### src/rtl/la_pkg.sv
// Shared definitions for the logic-analyser capture path: state codes and default widths.
package la_pkg;

  localparam int LA_DATA_W = 8;
  localparam int LA_ADDR_W = 10;

  localparam logic [2:0] LA_ST_IDLE     = 3'd0;
  localparam logic [2:0] LA_ST_PRE_FILL = 3'd1;
  localparam logic [2:0] LA_ST_ARMED    = 3'd2;
  localparam logic [2:0] LA_ST_POST     = 3'd3;
  localparam logic [2:0] LA_ST_DONE     = 3'd4;

endpackage

### src/rtl/la_capture_ctrl.sv
// Capture sequencer: streams LA samples into a circular RAM, keeping a pre-trigger window
// and a post-trigger tail, then holds DONE with the trigger address until acknowledged.
module la_capture_ctrl
  import la_pkg::*;
#(
  parameter int DATA_W = LA_DATA_W,
  parameter int ADDR_W = LA_ADDR_W
) (
  input  logic              CLK,
  input  logic              nRESET,
  input  logic              START,
  input  logic              ABORT,
  input  logic              ACK,
  input  logic [ADDR_W-1:0] PRE_CNT,
  input  logic [ADDR_W-1:0] POST_CNT,
  input  logic              TRIG_IN,
  input  logic [DATA_W-1:0] LA_DATA_IN,
  output logic              MEM_WE,
  output logic [ADDR_W-1:0] MEM_ADDR,
  output logic [DATA_W-1:0] MEM_DATA,
  output logic [ADDR_W-1:0] TRIG_ADDR,
  output logic              BUSY,
  output logic              DONE,
  output logic [2:0]        STATE
);

  localparam logic [ADDR_W-1:0] CNT_LAST = ADDR_W'(1);

  logic [2:0]        state;
  logic [ADDR_W-1:0] wr_ptr;
  logic [ADDR_W-1:0] cnt;       // remaining writes in PRE_FILL or POST
  logic [ADDR_W-1:0] post_lat;

  // NOTE: all state below updates with non-blocking assignments so every branch sees the
  // pre-edge values of wr_ptr/cnt, which is what makes TRIG_ADDR equal the address written now.
  always_ff @(posedge CLK or negedge nRESET) begin
    if (!nRESET) begin
      state     <= LA_ST_IDLE;
      wr_ptr    <= '0;
      cnt       <= '0;
      post_lat  <= '0;
      MEM_WE    <= 1'b0;
      MEM_ADDR  <= '0;
      MEM_DATA  <= '0;
      TRIG_ADDR <= '0;
    end else begin
      MEM_WE <= 1'b0;
      case (state)
        LA_ST_IDLE: begin
          if (START && !ABORT) begin
            post_lat <= POST_CNT;
            cnt      <= PRE_CNT;
            wr_ptr   <= '0;
            state    <= (PRE_CNT == '0) ? LA_ST_ARMED : LA_ST_PRE_FILL;
          end
        end

        LA_ST_PRE_FILL, LA_ST_ARMED, LA_ST_POST: begin
          if (ABORT) begin
            state <= LA_ST_IDLE;
          end else begin
            MEM_WE   <= 1'b1;
            MEM_ADDR <= wr_ptr;
            MEM_DATA <= LA_DATA_IN;
            wr_ptr   <= wr_ptr + CNT_LAST;
            if (state == LA_ST_PRE_FILL) begin
              cnt <= cnt - CNT_LAST;
              if (cnt == CNT_LAST) state <= LA_ST_ARMED;
            end else if (state == LA_ST_ARMED) begin
              if (TRIG_IN) begin
                TRIG_ADDR <= wr_ptr;
                cnt       <= post_lat;
                state     <= (post_lat == '0) ? LA_ST_DONE : LA_ST_POST;
              end
            end else begin
              cnt <= cnt - CNT_LAST;
              if (cnt == CNT_LAST) state <= LA_ST_DONE;
            end
          end
        end

        LA_ST_DONE: begin
          if (ABORT || ACK) state <= LA_ST_IDLE;
        end

        default: state <= LA_ST_IDLE;
      endcase
    end
  end

  assign BUSY  = (state == LA_ST_PRE_FILL) || (state == LA_ST_ARMED) || (state == LA_ST_POST);
  assign DONE  = (state == LA_ST_DONE);
  assign STATE = state;

endmodule

### config.mk
export PLATFORM = sky130hd
export DESIGN_NAME = la_capture_ctrl
export DESIGN_NICKNAME = d
export VERILOG_FILES = /design/src/rtl/la_pkg.sv /design/src/rtl/la_capture_ctrl.sv
export SDC_FILE = /design/constraint.sdc
export NUM_CORES = 1
export LEC_CHECK = 0
export BUFFER_PORTS_ARGS = -buffer_cell sky130_fd_sc_hd__buf_4
export CAP_MARGIN = 20
export CORE_ASPECT_RATIO = 1.4
export CORE_MARGIN = 3
export CORE_UTILIZATION = 30
export CTS_CLUSTER_SIZE = 30
export DETAILED_ROUTE_END_ITERATION = 8
export SLEW_MARGIN = 20
export SYNTH_ARGS = -nofsm -noshare
export SYNTH_HDL_FRONTEND = slang
export SYNTH_SLANG_ARGS = --single-unit
### constraint.sdc
create_clock -name CLK -period 4.3 [get_ports CLK]
set_input_delay 0.215 -clock CLK [delete_from_list [all_inputs] [get_ports CLK]]
set_output_delay 0.215 -clock CLK [all_outputs]
set_load 0.005 [all_outputs]
# After elaboration in Yosys (flattened, before gate mapping)
# Index checks and enable logic that the tools add are counted.
dict set report word_totals {
  reg_bits 62
  out_inout_bits 34
  elab_cells 62
}
dict set report classes {
  n_addsub 2
  eq_ne 12
  muxes 22
  n_bitwise 2
  reduce_logical 16
}
# op count
set ops {}
lappend ops {{two-way mux 10 bit} 7}
lappend ops {{one-hot mux 10 bit (2 select lines)} 2}
lappend ops {{two-way mux 3 bit} 9}
lappend ops {{zero test 10 bit} 2}
lappend ops {{!= test 4 bit, second input constant} 3}
lappend ops {{adder 10 x 1 -> 10 bit, second input constant} 1}
lappend ops {{== test 10 x 1 -> 1 bit, second input constant} 1}
lappend ops {{AND reduction 5 bit} 2}
lappend ops {{subtractor 10 x 1 -> 10 bit, second input constant} 1}
lappend ops {{one-hot mux 3 bit (3 select lines)} 1}
lappend ops {{== test 3 x 2 -> 1 bit, second input constant} 2}
lappend ops {{!= test 5 bit, second input constant} 1}
lappend ops {{!= test 2 bit, second input constant} 2}
lappend ops {{AND reduction 2 bit} 2}
lappend ops {{AND reduction 4 bit} 1}
lappend ops {{== test 3 x 1 -> 1 bit, second input constant} 1}
lappend ops {{== test 3 bit, second input constant} 1}
lappend ops {{zero test 3 bit} 1}
lappend ops {{logical OR 1 bit} 3}
lappend ops {{AND reduction 3 bit} 1}
lappend ops {{OR reduction 3 bit} 1}
lappend ops {{two-way mux 1 bit} 2}
lappend ops {{two-way mux 2 bit} 1}
lappend ops {{!= test 2 x 1 -> 1 bit, second input constant} 1}
lappend ops {{other kinds (4)} 5}

# Longest topological paths before layout
dict set report logic_depth {
  depth_word 7
  ltp_mapped 7
}

# Worst setup path after synthesis
# Ideal clock, no wire load.
dict set report synth_timing {
  kind {reg-to-reg}
  from {reg cnt[0]}
  to {reg cnt[6]}
  setup_ns 0.126
  arrival_ns 1.767
  required_time_ns 4.174
  slack_ns 2.407
  path_stages_with_launch 8
  period_less_slack_ns 1.893
  cell_sequence {dfrtp_1 inv_1 ha_1 or3b_2 clkbuf_1 o31ai_1 o31ai_1 a221o_1}
}
dict set report synth_via {
  elab_chain_cells 5
}
# element line
set synth_rtl {}
lappend synth_rtl {{from (decl)} la_capture_ctrl.sv:31} ;# logic [ADDR_W-1:0] cnt;
lappend synth_rtl {{from (signal assigned)} la_capture_ctrl.sv:67} ;# cnt <= cnt - CNT_LAST;
lappend synth_rtl {{from (signal assigned)} la_capture_ctrl.sv:72} ;# cnt <= post_lat;
lappend synth_rtl {{from (signal assigned)} la_capture_ctrl.sv:76} ;# cnt <= cnt - CNT_LAST;
lappend synth_rtl {{subtractor 10 x 1 -> 10 bit (*)} {la_capture_ctrl.sv:67, la_capture_ctrl.sv:76}}
lappend synth_rtl {{two-way mux 10 bit} la_capture_ctrl.sv:69} ;# end else if (state == LA_ST_ARMED) begin
lappend synth_rtl {{two-way mux 10 bit (*)} la_capture_ctrl.sv:66} ;# if (state == LA_ST_PRE_FILL) begin
lappend synth_rtl {{two-way mux 10 bit (*)} la_capture_ctrl.sv:59} ;# if (ABORT) begin
lappend synth_rtl {{one-hot mux 10 bit (2 select lines) (*)} la_capture_ctrl.sv:48} ;# case (state)
# Every way passes the cells marked *; elsewhere a longest branch is shown, timed or not. The select of a mux whose other input is x is not followed.
# A chain may end at the register's enable or synchronous reset.

# Worst setup path in the final report
dict set report layout_timing {
  from {reg state[2] (netlist: STATE[2])}
  to {reg MEM_ADDR[9]}
}
dict set report layout_via {
  elab_chain_cells 3
  elab_cells_between_ends 5
}
# element line
set layout_rtl {}
lappend layout_rtl {{from (decl)} la_capture_ctrl.sv:29} ;# logic [2:0] state;
lappend layout_rtl {{from (signal assigned)} la_capture_ctrl.sv:54} ;# state <= (PRE_CNT == '0) ? LA_ST_ARMED : LA_ST_PRE_FILL;
lappend layout_rtl {{from (signal assigned)} la_capture_ctrl.sv:73} ;# state <= (post_lat == '0) ? LA_ST_DONE : LA_ST_POST;
lappend layout_rtl {{== test 3 x 1 -> 1 bit / == test 3 x 2 -> 1 bit (equally long branches)} la_capture_ctrl.sv:48}
lappend layout_rtl {{OR reduction 3 bit (*)} la_capture_ctrl.sv:48}
lappend layout_rtl {{AND reduction 2 bit (no source line) (*)} -}
lappend layout_rtl {{to (signal assigned)} la_capture_ctrl.sv:63} ;# MEM_ADDR <= wr_ptr;
lappend layout_rtl {{to (decl)} la_capture_ctrl.sv:19} ;# output logic [ADDR_W-1:0] MEM_ADDR,
# Every way passes the cells marked *; elsewhere a longest branch is shown, timed or not.

==> results.cfg <==
[run_status]
outcome = finished, violations left
violations = hold timing

[cts]
cts_hold_buffers = 0
clkSlewWorstSetupHoldPaths_ps = 50
cts_resized = 0
worst_skew_pair.late_latency_ps = 330
cts_root_buffer = clkbuf_16
cts_setup_buffers = 0
numCtsBuffers = 9
cts.sinks = 62
cts_max_path_buffers = 2
cts_tree = yes
htree_num_levels = 3

[yosys]
syn_area_um2 = 3080
avgSynthCellArea_um2 = 10.2
async_flop_share = 1.00
synth_ff_type = dfrtp_1
synthesis.nets = 340
synth_top_area_share = 0.504
yosys.area.top_type = dfrtp_1
synth.distinct_cells = 48
synthCells = 303
ys_ff_latch = 62
yosysMostFrequentCell = dfrtp_1
yosysSeqAreaShare = 0.504
ys.warnings.count = 0
synth_area_leaders = dfrtp_1, mux2_2, nand2_1
ys_top_cells_by_count = dfrtp_1, nand2_1, mux2_2
synth-edff-count = 0

[global_routing]
overflow = 0
grt_max_degree = 63
antenna_found_initial = 0
track_usage = 0.144
grt_pass1_vias = 2511
grt_pass1_wl_um = 12800

[route]
post_drt_wl_per_cell_um = 16.0
drc = 0
drtIter0Drc = 112
drtAntennaViolNets = 0
routed_wl_um = 8090
num_vias = 2566
drt_first_pass_iters = 4
routed_via_density = 5.08

[timing]
rsz0062_at_grt = no
finalCritPeriodShare = 0.565
relSlewSlack = 0.419
tns_ps = 0
fmax_ghz = 0.412
hold_viol_final = 30
skew_ps = 12.0
tightestPinTransition_ps = 869
finalSetupViolCount = 0
drv_slew = 0
holdWs_ps = -29.0
fin_crit_ps = 2430

[critical_path]
start_kind = flop
required_ps = 4500
arrival_ps = 2630
crit_path_end_kind = flop
crit_type = flop to flop
cp_max_fo = 26

[finish]
instances_no_fill = 505
syn_to_final_growth_pct = 29.6
antenna_cells = 0
stdcell_area_um2 = 3990
final_nets = 402
drive_above_1_share = 0.322

[worst_hold_path]
hold_class = primary input to asynchronous set/reset pin

[floorplan]
fp.dieW_um = 91.6
row_count = 43
initial_core_util = 0.309
die_h_um = 126
ios = 68
dieArea_um2 = 11500
core_area_um2 = 9950

[place]
placed_area_um2 = 3680
dp.cells = 489
hpwl_um = 5880
place_congestion = 0.929
portBuffers = 67

[power]
p_leak_nw = 1.82
powerDensity_nw_per_um2 = 665
ir_worst_vdd_uv = 241

[run]
max_cap_viol_count = 0
through the flow:
step | hold WS [ps] | utilization | power (mW) | setup WS [ps]
5_1_grt | 29.5 | 0.401 | 2.83 | 1730
4_1_cts | 10.5 | 0.401 | 2.68 | 1860
2_1_floorplan | -80.6 | - | 1.55 | 2410
3_5_place_dp | 360 | 0.370 | 1.94 | 1890
6_report | -29.0 | 0.401 | 2.65 | 1870
3_3_place_gp | 352 | 0.370 | 1.92 | 1890
worst max-delay path: stages, from the launching register on:
cell     delay (ps)
dfrtp_1         660
nor2_1          510
nand2_1         630
mux2_2          490
cell type report:
| type | count | area [µm²] |
|---|---|---|
| repair buffers | 67 | 503 |
| inverters | 7 | 26.3 |
| clock buffers | 13 | 260 |
| clock inverters | 3 | 42.5 |
| multi-input cells | 218 | 1430 |
| flip-flops and latches | 62 | 1550 |
| well taps | 135 | 169 |
| fillers | 986 | 5970 |
cells in the final DEF, fill, tap and decap left out, types with 3 or more instances in the layout:
cell type / instances
mux2_2: 29
nand2_1: 40
nor4_1: 6
o31ai_1: 5
or3_1: 4
a21oi_1: 11
inv_1: 7
nor2_1: 25
nand4_1: 3
clkbuf_16: 9
or2_2: 3
o21a_1: 3
xnor2_1: 5
nand3_1: 7
buf_4: 67
nor3b_1: 3
a31oi_1: 5
nor3_1: 6
nand2b_1: 6
dfrtp_1: 62
a2bb2oi_1: 4
o21ai_0: 15
ha_1: 3
o211ai_1: 4
where the power goes:
group | switching (mW) | internal, mW
Sequential | 0.241 | 0.800
Clock | 0.248 | 0.479
Combinational | 0.411 | 0.474
Total | 0.900 | 1.75
final timing paths:
path | start | end | slack (ps) | depth (start not counted)
setup / recovery | STATE[2]$_DFFE_PN0P_ | MEM_ADDR[9]$_DFFE_PN0P_ | 1870 | 3
hold reg to reg | MEM_ADDR[5]$_DFFE_PN0P_ | MEM_ADDR[5]$_DFFE_PN0P_ | 500 | 2
setup reg to reg | STATE[2]$_DFFE_PN0P_ | MEM_ADDR[9]$_DFFE_PN0P_ | 1870 | 3
hold / removal | nRESET | cnt[0]$_DFFE_PN0P_ | -30 | 1
max in group asynchronous | nRESET | cnt[9]$_DFFE_PN0P_ | 3790 | 1
min in group CLK | POST_CNT[6] | post_lat[6]$_DFFE_PN0P_ | 80 | 3
registers in the layout (all words and copies together), names as in the netlist:
register / count
MEM_DATA: 8
MEM_WE: 1
post_lat: 10
TRIG_ADDR: 10
STATE: 3
MEM_ADDR: 10
wr_ptr: 10
cnt: 10
cells by family (layout without fill, tap and decap cells):
logic type,Yosys count,after routing,synth area share
AO/OA/AOI/OAI,62,62,0.137
XOR/XNOR,7,7,0.0199
adder cells (fa/ha/maj),3,3,0.0122
buffers and inverters,23,90,0.0297
flip-flops,62,62,0.504
multiplexers,31,31,0.113
AND/OR/NAND/NOR,115,115,0.185
metal layers:
metal / GRT usage / part of all wire / up-vias
li1: - / - / 1210
met1: 0.169 / 0.40 / 1249
met2: 0.232 / 0.51 / 89
met3: 0.0424 / 0.055 / 18
met4: 0.0817 / 0.035 / 0
met5: 0 / 0 / -
Note: power is estimated with default switching activity, not from simulation.
